===== config.mk =====
export PLATFORM = sky130hd
export DESIGN_NAME = tournament_update_buffer
export DESIGN_NICKNAME = d
export VERILOG_FILES = /design/src/rtl/tournament_pkg.sv /design/src/rtl/tournament_upd_fifo.sv /design/src/rtl/tournament_update_buffer.sv
export SDC_FILE = /design/constraint.sdc
export NUM_CORES = 1
export LEC_CHECK = 0
export BUFFER_PORTS_ARGS = -buffer_cell sky130_fd_sc_hd__buf_2
export CORE_AREA = 2 2 190 192
export DETAILED_ROUTE_END_ITERATION = 16
export DIE_AREA = 0 0 192 194
export PLACE_DENSITY = 0.64
export SETUP_SLACK_MARGIN = 0.4
export SYNTH_ARGS = -nofsm -noshare
export SYNTH_HDL_FRONTEND = slang
export SYNTH_SLANG_ARGS = --single-unit

===== constraint.sdc =====
create_clock -name clk_i -period 3.3 [get_ports clk_i]
set_clock_uncertainty 0.1 [all_clocks]
set_input_delay 0 -clock clk_i [delete_from_list [all_inputs] [get_ports clk_i]]
set_output_delay 0 -clock clk_i [all_outputs]
set_load 0.02 [all_outputs]

===== src/rtl/tournament_pkg.sv =====
// rtl/tournament_pkg.sv - shared types and chooser helper for the tournament update buffer
package tournament_pkg;

  localparam int UPD_VLEN     = 64;
  localparam int UPD_GHR_BITS = 10;

  typedef enum logic [1:0] {
    CHOICE_HOLD   = 2'b00,
    CHOICE_GLOBAL = 2'b01,
    CHOICE_LOCAL  = 2'b10
  } choice_e;

  typedef struct packed {
    logic [UPD_VLEN-1:0]     pc;
    logic                    taken;
    logic [UPD_GHR_BITS-1:0] ghr;
    choice_e                 choice;
  } upd_entry_t;

  // Move the chooser toward whichever component alone got the outcome right.
  function automatic choice_e chooser_dir(input logic taken, input logic gbp, input logic lbp);
    if ((gbp == taken) && (lbp != taken)) begin
      return CHOICE_GLOBAL;
    end else if ((lbp == taken) && (gbp != taken)) begin
      return CHOICE_LOCAL;
    end else begin
      return CHOICE_HOLD;
    end
  endfunction

endpackage


===== src/rtl/tournament_upd_fifo.sv =====
// rtl/tournament_upd_fifo.sv - DEPTH-entry update queue with pointers, count and flush
module tournament_upd_fifo
  import tournament_pkg::*;
#(
  parameter int DEPTH = 4,
  parameter int PW    = $clog2(DEPTH),
  parameter int CW    = $clog2(DEPTH) + 1
) (
  input  logic       clk_i,
  input  logic       rst_ni,
  input  logic       flush_i,
  input  logic       push_i,
  input  upd_entry_t push_data_i,
  input  logic       pop_i,
  output upd_entry_t head_o,
  output logic       empty_o,
  output logic       full_o,
  output logic [CW-1:0] count_o
);

  upd_entry_t    mem_q [DEPTH];
  logic [PW-1:0] wr_ptr_q;
  logic [PW-1:0] rd_ptr_q;
  logic [CW-1:0] count_q;
  logic          push_ok;
  logic          pop_ok;

  assign empty_o = (count_q == '0);
  assign full_o  = (count_q == CW'(DEPTH));
  assign count_o = count_q;
  assign head_o  = mem_q[rd_ptr_q];

  // Overflow/underflow protection lives here so the top only has to express intent.
  assign push_ok = push_i && !full_o;
  assign pop_ok  = pop_i && !empty_o;

  // Storage, pointers and occupancy; flush drops any same-cycle push or pop.
  always_ff @(posedge clk_i or negedge rst_ni) begin
    if (!rst_ni) begin
      wr_ptr_q <= '0;
      rd_ptr_q <= '0;
      count_q  <= '0;
      for (int i = 0; i < DEPTH; i++) begin
        mem_q[i] <= '0;
      end
    end else if (flush_i) begin
      wr_ptr_q <= '0;
      rd_ptr_q <= '0;
      count_q  <= '0;
    end else begin
      if (push_ok) begin
        mem_q[wr_ptr_q] <= push_data_i;
        wr_ptr_q        <= wr_ptr_q + PW'(1);
      end
      if (pop_ok) begin
        rd_ptr_q <= rd_ptr_q + PW'(1);
      end
      count_q <= count_q + CW'(push_ok) - CW'(pop_ok);
    end
  end

endmodule


===== src/rtl/tournament_update_buffer.sv =====
// rtl/tournament_update_buffer.sv - tournament predictor update queue; optional TOURNAMENT_UPD_BYPASS_EN
module tournament_update_buffer
  import tournament_pkg::*;
#(
  parameter int DEPTH    = 4,
  // Must match the widths baked into upd_entry_t.
  parameter int VLEN     = UPD_VLEN,
  parameter int GHR_BITS = UPD_GHR_BITS
) (
  input  logic                     clk_i,
  input  logic                     rst_ni,
  input  logic                     flush_i,
  input  logic                     res_valid_i,
  output logic                     res_ready_o,
  input  logic [VLEN-1:0]          res_pc_i,
  input  logic                     res_is_cond_i,
  input  logic                     res_taken_i,
  input  logic [GHR_BITS-1:0]      res_ghr_i,
  input  logic                     res_gbp_taken_i,
  input  logic                     res_lbp_taken_i,
  output logic                     upd_valid_o,
  input  logic                     upd_ready_i,
  output logic [VLEN-1:0]          upd_pc_o,
  output logic                     upd_taken_o,
  output logic [GHR_BITS-1:0]      upd_ghr_o,
  output logic [1:0]               upd_choice_o,
  output logic [$clog2(DEPTH):0]   count_o
);

  localparam int CW = $clog2(DEPTH) + 1;

  upd_entry_t res_entry;
  upd_entry_t head_entry;
  upd_entry_t out_entry;
  logic       fifo_empty;
  logic       fifo_full;
  logic       accept;
  logic       bypass;
  logic       push;
  logic       pop;

  // Ready depends only on occupancy, never on upd_ready_i.
  assign res_ready_o = !fifo_full;
  assign accept      = res_valid_i && res_ready_o;

  // Build the queue entry, resolving the chooser direction at enqueue time.
  always_comb begin
    res_entry        = '0;
    res_entry.pc     = res_pc_i;
    res_entry.taken  = res_taken_i;
    res_entry.ghr    = res_ghr_i;
    res_entry.choice = chooser_dir(res_taken_i, res_gbp_taken_i, res_lbp_taken_i);
  end

`ifdef TOURNAMENT_UPD_BYPASS_EN
  // An empty queue with a ready predictor lets a conditional go straight through.
  assign bypass = fifo_empty && res_valid_i && res_is_cond_i && upd_ready_i && !flush_i;
`else
  assign bypass = 1'b0;
`endif

  // Jumps are consumed but never queued; bypassed entries skip the queue.
  assign push = accept && res_is_cond_i && !bypass;
  assign pop  = upd_ready_i && !fifo_empty;

  tournament_upd_fifo #(
    .DEPTH (DEPTH)
  ) u_fifo (
    .clk_i       (clk_i),
    .rst_ni      (rst_ni),
    .flush_i     (flush_i),
    .push_i      (push),
    .push_data_i (res_entry),
    .pop_i       (pop),
    .head_o      (head_entry),
    .empty_o     (fifo_empty),
    .full_o      (fifo_full),
    .count_o     (count_o)
  );

  // Output mux: bypass entry, else queue head, else zeros so idle outputs stay clean.
  always_comb begin
    out_entry = '0;
    if (bypass) begin
      out_entry = res_entry;
    end else if (!fifo_empty) begin
      out_entry = head_entry;
    end
  end

  assign upd_valid_o  = !fifo_empty || bypass;
  assign upd_pc_o     = out_entry.pc;
  assign upd_taken_o  = out_entry.taken;
  assign upd_ghr_o    = out_entry.ghr;
  assign upd_choice_o = out_entry.choice;

endmodule


# Word-level counts from Yosys, hierarchy flattened
# Cells that the tools add are included.
[classes] n_addsub=4 order_cmp=3 n_eq_ne=5 n_mux=14 bitwise_logic=3 reduce_logical=14
[op_table] op="$bwmux 308" count=1
[op_table] op="$mux 77" count=4
[op_table] op="$bmux 77 s2" count=1
[op_table] op="$demux 77 s2" count=1
[op_table] op="$mux 2" count=6
[op_table] op="$logic_and 1x1->1" count=8
[op_table] op="$ge 3x3->1 const B" count=2
[op_table] op="$not 2->3" count=2
[op_table] op="$add 2x1->2 const B" count=2
[op_table] op="$reduce_bool 2->1" count=2
[op_table] op="$add 3x1->3" count=1
[op_table] op="$eq 3x3->1 const B" count=1
[op_table] op="$logic_not 3->1" count=1
[op_table] op="$lt 3x1->1 const B" count=1
[op_table] op="$mux 3" count=1
[op_table] op="$sub 3x1->3" count=1
[op_table] op="$eq 1x1->1" count=2
[op_table] op="$logic_not 1->1" count=2
[op_table] op="$ne 1x1->1" count=2
[op_table] op="$reduce_and 2->1" count=1
[op_table] op="$not 1->1" count=1
[totals] register_bits=315 input_bits=83 out_inout_bits=82 wordCells=62

# Depth between registers and ports, before layout
[logic_depth] depth_word=8 ltp_mapped=10 ltp_nobuf=9

# Modules after synthesis
# From an unflattened synthesis, not the netlist that was laid out.
[hier_totals] hier_cells=890 area_unflattened_um2=14895.5
[modules_own_cells] mod="tournament_upd_fifo" instances=1 cells_each=795 area_per_inst_um2=14312.5 seq_area_each_um2=7882.6
[modules_own_cells] mod="tournament_update_buffer" instances=1 cells_each=95 area_per_inst_um2=583.1 seq_area_each_um2=0.0

# Worst setup path after synthesis
# Ideal clock, no wire load.
[synth_timing] path_kind="flip-flop to flip-flop" from="reg u_fifo.count_q[0] (netlist: u_fifo.count_o[0])" to="reg u_fifo.count_q[2] (netlist: u_fifo.count_o[2])" setup_ps=125 t_arrival_ps=2239 required_time_ps=3075 slack_ps=836 path_stages_with_launch=11 n_path_buf=1 synth_period_minus_slack_ps=2464 path_cell_list="dfrtp_1 > or3_1 > clkbuf_1 > and2_1 > ha_1 > inv_1 > ha_1 > inv_1 > fa_1 > xnor2_1 > nor2_1"
[synth_between] elab_chain_cells=8 elab_cells_between_ends=12 classes_between="add/sub: 2; eq/ne: 1; mux: 1; reduce/logical: 8"
[synth_rtl] element="start: declaration" line="tournament_upd_fifo.sv:24" source="logic [CW-1:0] count_q;"
[synth_rtl] element="start signal: assignment" line="tournament_upd_fifo.sv:58" source="count_q <= count_q + CW'(push_ok) - CW'(pop_ok);"
[synth_rtl] element="$eq 3x3->1" line="tournament_upd_fifo.sv:29" source="assign full_o = (count_q == CW'(DEPTH));"
[synth_rtl] element="$logic_not 1->1" line="tournament_upd_fifo.sv:34, tournament_update_buffer.sv:43"
[synth_rtl] element="$logic_and 1x1->1" line="tournament_update_buffer.sv:44" source="assign accept = res_valid_i && res_ready_o;"
[synth_rtl] element="$logic_and 1x1->1" line="tournament_update_buffer.sv:63" source="assign push = accept && res_is_cond_i && !bypass;"
[synth_rtl] element="$logic_and 1x1->1" line="tournament_upd_fifo.sv:34" source="assign push_ok = push_i && !full_o;"
[synth_rtl] element="$add 3x1->3" line="tournament_upd_fifo.sv:58"
[synth_rtl] element="$sub 3x1->3 *" line="tournament_upd_fifo.sv:58"
[synth_rtl] element="$mux 3 *" line="tournament_upd_fifo.sv:46" source="end else if (flush_i) begin"
# Every way passes the cells marked *; elsewhere a longest branch is shown, timed or not.
# A chain may end at the register's enable or synchronous reset.

# Final worst setup path
[layout_timing] from="reg u_fifo.count_q[0] (netlist: u_fifo.count_o[0])" to="out upd_pc_o[11]"
[layout_between] elab_chain_cells=2
[layout_rtl] element="$logic_not 3->1" line="tournament_upd_fifo.sv:28" source="assign empty_o = (count_q == '0);"
[layout_rtl] element="$mux 77" line="tournament_update_buffer.sv:86" source="end else if (!fifo_empty) begin"
[layout_rtl] element="end: declaration" line="tournament_update_buffer.sv:23" source="output logic [VLEN-1:0] upd_pc_o,"
# Every way passes these cells.

==> flow_summary.json <==
{
  "status": "finished clean",
  "seq_area_frac_synth_pct": 55.1,
  "areaGrowthSynthToFinish_pct": 23.5,
  "worst_ep_required_time_ps": 3200,
  "hold_viol": 0,
  "syn-mean-instance-area_um2": 16.2,
  "synth.top_cells.by_area": "dfrtp_1, mux2_2, mux4_2, mux2_1, and2_1",
  "hold_depth": 3,
  "grt_use_total_pct": 17.1,
  "crit_start": "u_fifo.count_o[0]",
  "cts_buffers": 37,
  "final_nets": 1215,
  "power_leakage_nw": 8.24,
  "synth.net_count": 974,
  "final_core_util_pct": 50.2,
  "htreeDepth": 2,
  "final_common_cell": "dfrtp_1",
  "layout_common_cells": "dfrtp_1, mux2_2, buf_2, mux2_1, dlygate4sd3_1",
  "overflow": 0,
  "yosys.cell_types.count": 28,
  "netSwitchingPower_mw": 4.55,
  "rsz0062_at_grt": "no",
  "clkPwrFrac_pct": 28.5,
  "max_cap_viol_count": 0,
  "tightest_slew_ps": 923,
  "worstReg2RegStart": "u_fifo.count_o[0]",
  "yosysTopAreaCellShare_pct": 55.1,
  "slew_headroom_pct": 38.5,
  "wl_um": 30800,
  "place_congestion": 0.733,
  "synth.area.mux_share_pct": 36.3,
  "end_kind": "primary output",
  "swShare_pct": 31.2,
  "clkSinkCount": 315,
  "die_w_um": 192,
  "power.sequential.fraction_pct": 37.5,
  "die_y_um": 194,
  "ant_nets": 0,
  "place_hpwl_um": 17900,
  "pwr-share-comb_pct": 34.0,
  "clk_pin_slew_ps": 60,
  "final.min_clock_period_ps": 2450,
  "drv_slew": 0,
  "ys_warn_count": 0,
  "clock_latency_ps": 510,
  "drive_gt1_share_pct": 44.5,
  "worstPathMaxFanout": 79,
  "finalSetupViolCount": 0,
  "crit_type": "flip-flop to primary output",
  "grt_pass1_vias": 9266,
  "fin_crit_sh_pct": 74.2,
  "arrival_ps": 2350,
  "cts_buffer_depth": 3,
  "wl_per_cell_um": 19.2,
  "tns_ps": 0,
  "p_per_area_nw_per_um2": 823,
  "hp-start": "res_lbp_taken_i",
  "netlist_area_um2": 14300,
  "cts.repair.resized": 0,
  "antenna_found_initial": 0,
  "synth_top_family_by_area": "multiplexers",
  "grt_max_degree": 118,
  "synth_fa_ha_area_share_pct": 0.664,
  "numPortBuffers": 164,
  "core_um2": 35200,
  "ff2ff_path_depth": 9,
  "max_freq_mhz": 408,
  "synth_compound_area_share_pct": 0.323,
  "drtPass1Iterations": 4,
  "hold_path.class": "primary input to flip-flop",
  "yosys.area_share.simple_pct": 4.69,
  "cts_tree": "built",
  "boundaryPins": 165,
  "syn_inst": 884,
  "grt_pass1_wl_um": 50700,
  "hold_ws_ps": 21.6,
  "num-fill-cells": 3023,
  "num_vias": 8302,
  "yosysTopAreaCell": "dfrtp_1",
  "die-area_um2": 37200,
  "synth_seq_cells": 315,
  "drcViolationCount": 0,
  "initial_core_util_pct": 40.6,
  "peakVddDrop_uv": 1150,
  "fin_ws_ps": 851,
  "pre_cts_slack_ps": 875,
  "fp-row-count": 69,
  "detail_route.iter0.violations": 303,
  "internal_power_mw": 10.0,
  "viasPerCell": 5.16,
  "start_kind": "flip-flop",
  "insertedDiodeCount": 0,
  "cts-root-buf": "clkbuf_16",
  "synthXorXnorAreaFrac_pct": 0.184
}
final timing paths:
check,endpoint,slack (ps)
max,upd_pc_o[11],850
max in group asynchronous,u_fifo.mem_q[258],2080
min reg2reg,u_fifo.mem_q[77],380
min in group asynchronous,u_fifo.mem_q[300],50
max reg2reg,u_fifo.count_o[2],860
min,u_fifo.mem_q[77],20
worst max-delay path, stage by stage (launching register included):
cell and delay [ps]:
dfrtp_1 420, or3_2 500, buf_4 420, and2_1 300
buf_2 160
flip-flops by register name (all words and copies together), names as in the netlist:
register	cells
u_fifo.mem_q	308
u_fifo.count_o	3
u_fifo.rd_ptr_q	2
u_fifo.wr_ptr_q	2
metrics by stage:
step           area, um2  instances  total power, mW
2_1_floorplan      14300        884             8.89
3_3_place_gp       15600       1466             10.4
3_5_place_dp       15600       1466             10.5
4_1_cts            17700       1609             14.8
5_1_grt            17700       1609             15.4
6_report           17700       1609             14.6
cell usage after synthesis, drive strengths merged:
cell type / count
o21ai: 3
nor2: 5
or3b: 1
mux2: 308
buf: 45
a21oi: 2
o22ai: 2
inv: 6
nand3: 1
clkbuf: 16
dfrtp: 315
nand2: 3
xnor2: 1
fa: 1
or3: 2
nor3b: 1
and2: 78
ha: 6
nor2b: 1
xor2: 2
nand2b: 3
nor4b: 4
mux4: 77
o311ai: 1
logic make-up after synthesis:
group | Yosys count
fa+ha+maj | 7
xor+xnor | 3
flops | 315
compound gates | 8
buf+inv | 67
simple gates | 99
mux | 385
metal layers:
metal,vias up,wire [um],global-route usage [%]
li1,3718,-,-
met1,4385,14600,24.4
met2,154,14200,27.0
met3,45,1500,3.37
met4,0,512,4.24
met5,-,0,0
power by group through the flow:
stage                     clock (mW)  combinational [mW]  sequential [mW]
after global routing            4.44                5.37             5.60
after floorplan                    0                3.57             5.32
after CTS                       4.27                5.04             5.46
after detailed placement           0                4.94             5.51
after global placement             0                4.88             5.48
final                           4.14                4.95             5.46
what timing repair did:
item / in CTS / in global routing
hold buffers: 81 / 0
buffers inserted: 0 / 0
endpoints found under the hold margin: 428 / 0
cell type report:
type / instances / area [um2] / area share (%)
clock buffer: 51 / 1070 / 6.06
multi-input combinational: 502 / 6050 / 34.2
clock inverter: 11 / 165 / 0.934
timing repair buffer: 263 / 1910 / 10.8
tap: 461 / 577 / 3.26
sequential: 315 / 7890 / 44.6
inverter: 6 / 22.5 / 0.127
(Power assumes the default switching activity.)
